[src/rtl/display_scan_ctrl.sv]
// display_scan_ctrl
//   Time-multiplexing scan controller for a 4-digit seven-segment display.
//   It steps through the four digits at a programmable refresh rate and
//   drives the enable and value inputs of a combinational seven-segment
//   decoder. A new 4-digit BCD value is double-buffered and only takes
//   effect at a frame boundary, so the display never tears. Leading-zero
//   blanking is optional.
//
// Parameters
//   REFRESH_DIV  clock cycles each digit stays lit (>= 2)
//
// Ports
//   clk          system clock, rising edge
//   rst_n        asynchronous active-low reset
//   load         single-cycle strobe, captures value_in
//   value_in     four BCD digits, [15:12] = leftmost (digit 0)
//   blank_lz     1 = blank leading zeros (digit 3 is never blanked)
//   digit_sel    registered digit enable, 0 = leftmost .. 3 = rightmost
//   digit_num    registered digit value, 4'hF = blank
//   frame_tick   one-cycle pulse after the scan wraps from digit 3 to 0
//   update_done  one-cycle pulse after a pending value is committed
module display_scan_ctrl #(
  parameter int REFRESH_DIV = 100000
) (
  input  logic        clk,
  input  logic        rst_n,
  input  logic        load,
  input  logic [15:0] value_in,
  input  logic        blank_lz,
  output logic [1:0]  digit_sel,
  output logic [3:0]  digit_num,
  output logic        frame_tick,
  output logic        update_done
);

  localparam int              CNT_W   = (REFRESH_DIV > 2) ? $clog2(REFRESH_DIV) : 1;
  localparam logic [CNT_W-1:0] CNT_MAX = CNT_W'(REFRESH_DIV - 1);

  logic [CNT_W-1:0] cnt;
  logic [15:0]      active;
  logic [15:0]      pending;
  logic             pend_flag;

  logic             tick;
  logic             commit;
  logic             commit_new;
  logic [1:0]       sel_next;
  logic [15:0]      active_next;

  // Value shown for digit d of val. A digit is blanked when it and every
  // digit to its left are zero; only the value 0 counts as zero, so A-F
  // pass through and the rightmost digit always shows.
  function automatic logic [3:0] disp_nibble(input logic [15:0] val,
                                             input logic [1:0]  d,
                                             input logic        blz);
    logic [3:0] nib;
    logic       lead_zero;
    case (d)
      2'd0: begin nib = val[15:12]; lead_zero = (val[15:12] == 4'h0); end
      2'd1: begin nib = val[11:8];  lead_zero = (val[15:8]  == 8'h00); end
      2'd2: begin nib = val[7:4];   lead_zero = (val[15:4]  == 12'h000); end
      default: begin nib = val[3:0]; lead_zero = 1'b0; end
    endcase
    return (blz && lead_zero) ? 4'hF : nib;
  endfunction

  // A load in the commit cycle bypasses the pending buffer so the new
  // value is visible on digit 0 of the very next frame.
  always_comb begin
    tick        = (cnt == CNT_MAX);
    commit      = tick && (digit_sel == 2'd3);
    commit_new  = commit && (load || pend_flag);
    sel_next    = digit_sel + 2'd1;
    active_next = active;
    if (commit) begin
      if (load)           active_next = value_in;
      else if (pend_flag) active_next = pending;
    end
  end

  always_ff @(posedge clk or negedge rst_n) begin
    if (!rst_n) begin
      cnt         <= '0;
      digit_sel   <= 2'd0;
      digit_num   <= 4'hF;
      active      <= 16'h0000;
      pending     <= 16'h0000;
      pend_flag   <= 1'b0;
      frame_tick  <= 1'b0;
      update_done <= 1'b0;
    end else begin
      cnt         <= tick ? '0 : cnt + 1'b1;
      frame_tick  <= commit;
      update_done <= commit_new;
      active      <= active_next;

      if (commit) begin
        pend_flag <= 1'b0;
      end else if (load) begin
        pending   <= value_in;
        pend_flag <= 1'b1;
      end

      // digit_sel and digit_num move together so the decoder never sees
      // a mismatched pair.
      if (tick) begin
        digit_sel <= sel_next;
        digit_num <= disp_nibble(active_next, sel_next, blank_lz);
      end
    end
  end

endmodule
[config.mk]
export PLATFORM = sky130hd
export DESIGN_NAME = display_scan_ctrl
export DESIGN_NICKNAME = d
export VERILOG_FILES = /design/src/rtl/display_scan_ctrl.sv
export SDC_FILE = /design/constraint.sdc
export NUM_CORES = 1
export LEC_CHECK = 0
export ABC_AREA = 1
export CORE_AREA = 2 2 85 120
export CTS_BUF_LIST = sky130_fd_sc_hd__clkbuf_8
export DETAILED_ROUTE_END_ITERATION = 8
export DIE_AREA = 0 0 87 122
export PLACE_DENSITY = 0.5
export SETUP_SLACK_MARGIN = 0.05
export SLEW_MARGIN = 20
export SYNTH_ARGS = -nofsm -noshare
export SYNTH_HDL_FRONTEND = slang
export SYNTH_SLANG_ARGS = --single-unit
export TNS_END_PERCENT = 50
[constraint.sdc]
create_clock -name clk -period 5.5 [get_ports clk]
set_clock_uncertainty 0.1 [all_clocks]
set_input_delay 0.55 -clock clk [delete_from_list [all_inputs] [get_ports clk]]
set_output_delay 0.55 -clock clk [all_outputs]
set_load 0.03 [all_outputs]
-- Yosys cells after proc, flatten, opt, wreduce, memory -nomap -nowiden
Index checks and enable logic that the tools add are counted.
- $add $sub $neg: 2
- equal/unequal tests: 4
- muxes and demuxes: 10
- bitwise operators: 1
- reduce and logical (&&, ||, !) cells: 10
- operators with widths (operator ; count):
    16-bit two-way mux ; 3
    17-bit by 1-bit adder with 17-bit output, second input constant ; 1
    17-bit == test, second input constant ; 1
    17-bit two-way mux ; 1
    12-bit logical NOT ; 1
    4-bit one-hot mux with 3 select lines ; 1
    8-bit logical NOT ; 1
    2-bit == test, second input constant ; 2
    4-bit logical NOT ; 1
    4-bit two-way mux ; 1
    1-bit logical AND ; 3
    1-bit two-way mux ; 3
    1-bit one-hot mux with 3 select lines ; 1
    2-bit by 1-bit adder with 2-bit output, second input constant ; 1
    2-bit by 1-bit == test with 1-bit output, second input constant ; 1
    2-bit logical NOT ; 1
    2-bit AND reduction ; 1
    2-bit nonzero test ; 1
    1-bit logical OR ; 1
    1-bit NOT ; 1
- flip-flop bits (word level): 58
- output and inout port bits: 8
- logic and storage cells: 35

-- Depth between registers and ports, before layout
Gate-level depths: netlist (run 1).
- word-level depth: 8
- gate-level depth with buffers: 16
- mapped depth without buffers: 15

-- Worst setup path after synthesis (run 1)
No wires, ideal clock.
- path type: reg-to-reg
- start point: register digit_sel[1]
- end point: register pending[13]
- arrival time: 1.786 ns
- path slack: 3.490 ns
- stages on the path, launching flop included: 7
- clock period less this slack: 2.010 ns
- path through: dfrtp_1 -> ha_1 -> buf_2 -> nand4_4 -> nand2_1 -> buf_4 -> mux2_2
- cells in the longest elaborated chain, start to end: 4
- RTL lines (what ; RTL line ; source):
    from (decl) ; 30 ; output logic [1:0] digit_sel,
    from (signal assigned) ; 107 ; digit_sel <= sel_next;
    2-bit == test ; 71 ; commit = tick && (digit_sel == 2'd3);
    1-bit logical AND ; 71 ;
    1-bit NOT (no source line) ; - ;
    2-bit AND reduction (no source line) ; - ;
    to (signal assigned) ; 100 ; pending <= value_in;
    to (decl) ; 41 ; logic [15:0] pending;
Every way passes these cells.
A chain may end at the register's enable or synchronous reset.

-- Worst setup path in the final report (run 1)
- start point: register digit_sel[0]
- end point: register pending[9]
The elaborated chain is that of the path after synthesis.

==> reports/results.ini, run 1 <==
[sta]
hold_viol_final=0
period_share=0.4967
worst_pin_slew_ns=0.8464
max_slew_margin=0.4357
slew_viol_final=0
max_freq_ghz=0.3661
hold_ws_ns=0.2469
layout_min_cycle_time_ns=2.732
tns_ns=0
rsz0062_at_grt=false
setup_viol_count_final=0

[power]
comb_power_share=0.066
p_int_w=0.0006948
powerDensity_nw_per_um2=243.6
netSwitchingFraction=0.2367
power_frac_seq=0.489
peakVddDrop_mv=0.1011
power.share.clock=0.445
leakagePower_nw=1.838
p_switching_w=0.0002155

[floorplanning]
dieArea_um2=10610
initial_utilization=0.3309
die_h_um=122
core-area_um2=9630
boundaryPins=28
rows=43
die_w_um=87

[final_layout]
area_delta_synth_final_pct=17.28
diodes=0
final_layout_size_suffix_gt1_frac=0.1224
nNetsFinal=453
instances_no_fill=545
post-route-cell-area_um2=3737

[logic_synthesis]
synth.distinct_cells=40
synth_top_area_cell=dfrtp_1
synth_area_leaders=dfrtp_1 (42%), nand2_1 (14%), inv_1 (6.5%)
synth-main-ff-cell=dfrtp_1
yosys-top-cells-count=nand2_1 (122), inv_1 (55), dfrtp_1 (54)
synthMostInstantiatedCell=nand2_1
synth_top_area_share=0.4240
yosys_register_bits=58
syn_inst=398
synth.yosys.warnings=0
async_flop_share=1.000
ys_seq_area_frac=0.4570
syn_area_um2=3187
syn_area_per_cell_um2=8.007
synth_fp_nets=423
synth_edf_count=0

[critical_path]
cp_data_required_time_ns=5.64
max_stage_delay_ns=0.74
worstSetupEndpointType=flop
timing.rr.start=digit_sel[0]
timing.rr.end=pending[9]
path_max_fanout=24
r2r_cells=4
critPathArrivalTime_ns=2.88
crit_type=flop to flop
r2r_slack_ns=2.77
crit_slowest_cell=ha_1
crit_chain=ha_1, nand4_4, nand2_1, mux2_2
startpoint_type=flop

[clock_network]
clockRootBuffer=clkbuf_8
clock_sinks=58
cts_made_buffers=9
h-tree-depth=3
cts_tree=built
clkTransAtPathRegs_ns=0.07
clk_latency_ns=0.36
post_cts_resized=0
clk_path_buf_depth=2
post_cts_buffers=0
cts_hold_buf=0

[drt]
drt-initial-drc-count=148
first_pass_iters=4
wl_per_cell_um=14.85
num_vias=2629
drt-vias-per-instance=4.824
wirelength_mm=8.095
final_antenna_net_count=0
drc=0

[global_route]
overflow=0
grt_pass1_vias=2804
grt_pass1_wl_mm=13.53
grtUsageTotal=0.1707
grt_max_degree=59
antenna_found_initial=0

[placed_design]
dpl.hpwl_mm=5.990
dpl.cell_count=529
port_buffers=27
dpl_cell_area_um2=3540
gp_congestion=0.8456

[flow_run]
cap_viol_max_count=0

[min_path]
hold_path.class=input port to asynchronous set/reset pin

[outcome]
status=finished, final reports clean

-- cell usage in the layout (no fill, tap or decap), types with 2 or more instances in the layout --
cell and n:
a21oi_1 9, a21oi_2 4, a22oi_1 3, clkbuf_8 11, clkdlybuf4s50_1 26, clkinv_2 3
dfrtp_1 54, dfstp_2 4, ha_1 5, inv_1 58, inv_2 2, mux2_2 8
nand2_1 122, nand2_2 2, nand2_4 2, nand3_1 12, nand4_1 14, nand4_4 2
nor2_1 33, nor2_2 6, nor3_1 6, nor3_4 2, nor4_1 2, o21ai_0 19
o22ai_1 5, xor2_1 4
-- cell type report --
| class | count | area (um2) |
|---|---|---|
| clock buffers | 11 | 151.4 |
| clock inverters | 5 | 46.29 |
| well taps | 112 | 140.1 |
| inverters | 60 | 227.7 |
| multi-input cells | 271 | 1443 |
| repair buffers | 28 | 272.8 |
| flip-flops and latches | 58 | 1456 |
| fillers | 1020 | 5893 |
-- logic make-up after synthesis --
kind of cell	Yosys count	share of synthesized area
DFF	58	0.4570
and+or+nand+nor	207	0.3015
adders and majority gates	5	0.01963
xor gates and xnor gates	4	0.01099
AOI/OAI and AO/OA	46	0.08913
buffers and inverters	69	0.09030
muxes	9	0.03141
-- state kept, by name, indices dropped and copies added, names as in the netlist --
register and flops:
pending 16, active 16, frame_tick 1, pend_flag 1, cnt 17, digit_sel 2
update_done 1, digit_num 4
-- worst max path at each step --
stage	end	depth (start not counted)	start	slack [ns]
after floorplan	pending[13]	6	digit_sel[1]	3.49
after global placement	digit_num[1]	15	load	2.71
after detailed placement	digit_num[2]	12	load	2.65
after CTS	pending[9]	4	digit_sel[0]	2.70
after global routing	pending[4]	4	digit_sel[0]	2.52
final	pending[9]	4	digit_sel[0]	2.77
-- routing by layer --
| layer | track usage | up-vias | share of wire |
|---|---|---|---|
| met2 | 0.3049 | 36 | 0.54 |
| met5 | 0 | - | 0 |
| li1 | - | 1332 | - |
| met3 | 0.03997 | 14 | 0.028 |
| met1 | 0.1836 | 1247 | 0.41 |
| met4 | 0.08789 | 0 | 0.027 |
-- worst max-delay path: cells and delay by family, from the launching register on --
family,cells,cell delay (ns)
DFF,1,0.42
and+or+nand+nor,2,0.95
muxes,1,0.41
adders and majority gates,1,0.74
-- power groups by stage --
stage / registers [W] / logic (W) / clock network [W]
after floorplan: 0.000451 / 0.0000324 / 0
after global placement: 0.000452 / 0.0000612 / 0
after detailed placement: 0.000452 / 0.0000616 / 0
after CTS: 0.000445 / 0.0000619 / 0.000418
after global routing: 0.000446 / 0.0000699 / 0.000442
final: 0.000445 / 0.0000603 / 0.000405
-- per-stage QoR --
step	util	total power, W	worst slack [ns]
after floorplan	-	0.0004831	3.490
after global placement	0.3675	0.0005133	2.706
after detailed placement	0.3675	0.0005141	2.650
after CTS	0.3881	0.0009246	2.700
after global routing	0.3881	0.0009575	2.524
final	0.3881	0.0009103	2.768
Power figures use the tool's default switching activity.
==> run 2: changes to the inputs <==
PLACE_DENSITY = 0.52   (was 0.5)
clock period = 2.21 ns   (was 5.5 ns; I/O delays follow)
==> reports/results.ini, run 2 (synthesis results as in run 1) <==
[sta]
fin_ws_ns=0.1023  ; -2.666 ns
layout_min_cycle_time_ns=2.108  ; -0.6241 ns
slew_viol_final=0  ; unchanged
tns_ns=0  ; unchanged
period_share=0.9537  ; +0.4570
max_freq_ghz=0.4745  ; +30%
worst_pin_slew_ns=0.3511  ; -0.4953 ns
rsz0062_at_grt=true
setup_viol_count_final=0  ; unchanged
hold_viol_final=0  ; unchanged
max_slew_margin=0.7645  ; +0.3288

[placed_design]
port_buffers=27  ; unchanged
dpl.hpwl_mm=5.759  ; -3.9%
place_ws_ns=-0.008801  ; -2.659 ns
gp_congestion=0.8532  ; +0.90%

[clock_network]
clockRootBuffer=clkbuf_8
clock_sinks=58  ; unchanged
cts_made_buffers=9  ; unchanged
clkTransAtPathRegs_ns=0.06  ; about the same
clk_path_buf_depth=2  ; unchanged
clk_latency_ns=0.36  ; about the same
cts_tree=built
h-tree-depth=3  ; unchanged

[global_route]
grt_pass1_vias=2797  ; -0.25%
antenna_found_initial=0  ; unchanged
overflow=0  ; unchanged
grtUsageTotal=0.1639  ; -0.006821
grt_max_degree=59  ; unchanged
grt_pass1_wl_mm=13.21  ; -2.3%

[final_layout]
largestRegisters=cnt (17), active (16), pending (16)
area_delta_synth_final_pct=25.60
layout_commonest_cell=nand2_1
largest_register_ffs=17  ; unchanged
diodes=0  ; unchanged
layout_common_cells=nand2_1 (118), inv_1 (55), dfrtp_1 (53)
final_layout_size_suffix_gt1_frac=0.1974  ; +0.07497
multi_input_area_um2=1518  ; +5.2%
seq_area_um2=1458  ; about the same
top_register=cnt
nNetsFinal=476  ; +5.1%
nFillCells=961  ; -5.8%

[drt]
wirelength_mm=7.792  ; -3.7%
drt-initial-drc-count=119  ; -20%
drc=0  ; unchanged
final_antenna_net_count=0  ; unchanged
first_pass_iters=6  ; +2
wl_per_cell_um=13.72  ; -7.6%
drt-vias-per-instance=4.771  ; -1.1%
num_vias=2710  ; +3.1%

[critical_path]
cp.buffers_inverters=1  ; +1
crit_type=flop to flop
path_max_fanout=4  ; -83%
cp_data_required_time_ns=2.39  ; -3.25 ns
crit_chain=ha_4, nand2_4, nor2_4, nand3_2, nor2_4, buf_6, nand4_1, nand2_2, nand2_2, nor2_2, nand2_1, nand2_1, nand2_1, nand2_2, nand2_4, a21oi_2
critPathArrivalTime_ns=2.29  ; -0.59 ns
r2r_slack_ns=0.10  ; -2.67 ns
worstSetupEndpointType=flop
startpoint_type=flop
max_stage_delay_ns=0.40  ; -0.34 ns
crit_family=simple AND/OR/NAND/NOR gates
crit_slowest_cell=dfrtp_1

[power]
peakVddDrop_mv=0.2180  ; +120%
leakagePower_nw=1.954  ; +6.3%
powerDensity_nw_per_um2=535.1  ; +120%

[outcome]
status=finished, final reports clean

[floorplanning]
initial_utilization=0.3309  ; unchanged
die_w_um=87  ; unchanged
core-area_um2=9630  ; unchanged
boundaryPins=28  ; unchanged
rows=43  ; unchanged
die_h_um=122  ; unchanged
dieArea_um2=10610  ; unchanged

[flow_run]
cap_viol_max_count=0  ; unchanged

[min_path]
hold_path.class=input port to asynchronous set/reset pin

==> run 2: changes by cell type in the layout (fill, tap and decap cells not counted), sizes merged <==
cell,delta
inv,-3
dlygate4sd3,+1
bufinv,-1
clkinvlp,+1
buf,+22
clkbuf,-1
clkinv,+4
==> run 2: final timing paths <==
path	depth (start not counted)	from	end
max	16	cnt[0]	digit_num[1]
min reg2reg	2	pending[15]	pending[15]
max in group asynchronous	3	rst_n	digit_num[0]
min in group clk	3	value_in[11]	pending[11]
min	3	rst_n	pending[14]
max reg2reg	16	cnt[0]	digit_num[1]
==> run 2: final cells by class <==
class,count,area share
timing repair buffer,51,0.1222
clock buffer,10,0.03439
sequential,58,0.3642
clock inverter,6,0.008128
multi-input combinational,271,0.3792
inverter,60,0.05689
tap,112,0.03501
==> run 2: tightest hold or removal path: stages <==
cell	delay, ns
dlygate4sd3_1	0.52
buf_2	0.12
buf_12	0.28
==> run 2: report_power, final <==
group / total [W] / internal, W / leakage, nW / switching (W)
clock network: 0.000872 / 0.000426 / 0.0916 / 0.000446
logic: 0.000162 / 0.0000828 / 1.18 / 0.0000796
registers: 0.00111 / 0.00109 / 0.682 / 0.0000160
==> run 2: per-layer routing <==
layer,track usage,vias to the layer above,share of wire
li1,-,1383,-
met1,0.1744,1244,0.40
met2,0.2863,58,0.52
met3,0.03523,25,0.030
met4,0.1064,0,0.046
met5,0,-,0
==> run 2: repair_timing <==
action	4_1_cts	5_1_grt
setup buffers	3	4
hold buffers	1	0
pin swaps	3	10
resized for setup	2	17
endpoints found under the hold margin	54	0
setup endpoints to repair	4	22
==> run 2: metrics by stage <==
| stage | instances | util | total power (W) | hold slack [ns] | instance area, um2 |
|---|---|---|---|---|---|
| floorplan | 398 | - | 0.001202 | -0.1746 | 3187 |
| global placement | 544 | 0.3818 | 0.001283 | 0.1520 | 3677 |
| detailed placement | 544 | 0.3818 | 0.001285 | 0.1547 | 3677 |
| CTS | 564 | 0.4054 | 0.002175 | 0.3086 | 3904 |
| global route | 568 | 0.4156 | 0.002245 | 0.3285 | 4003 |
| finish | 568 | 0.4156 | 0.002142 | 0.2997 | 4003 |
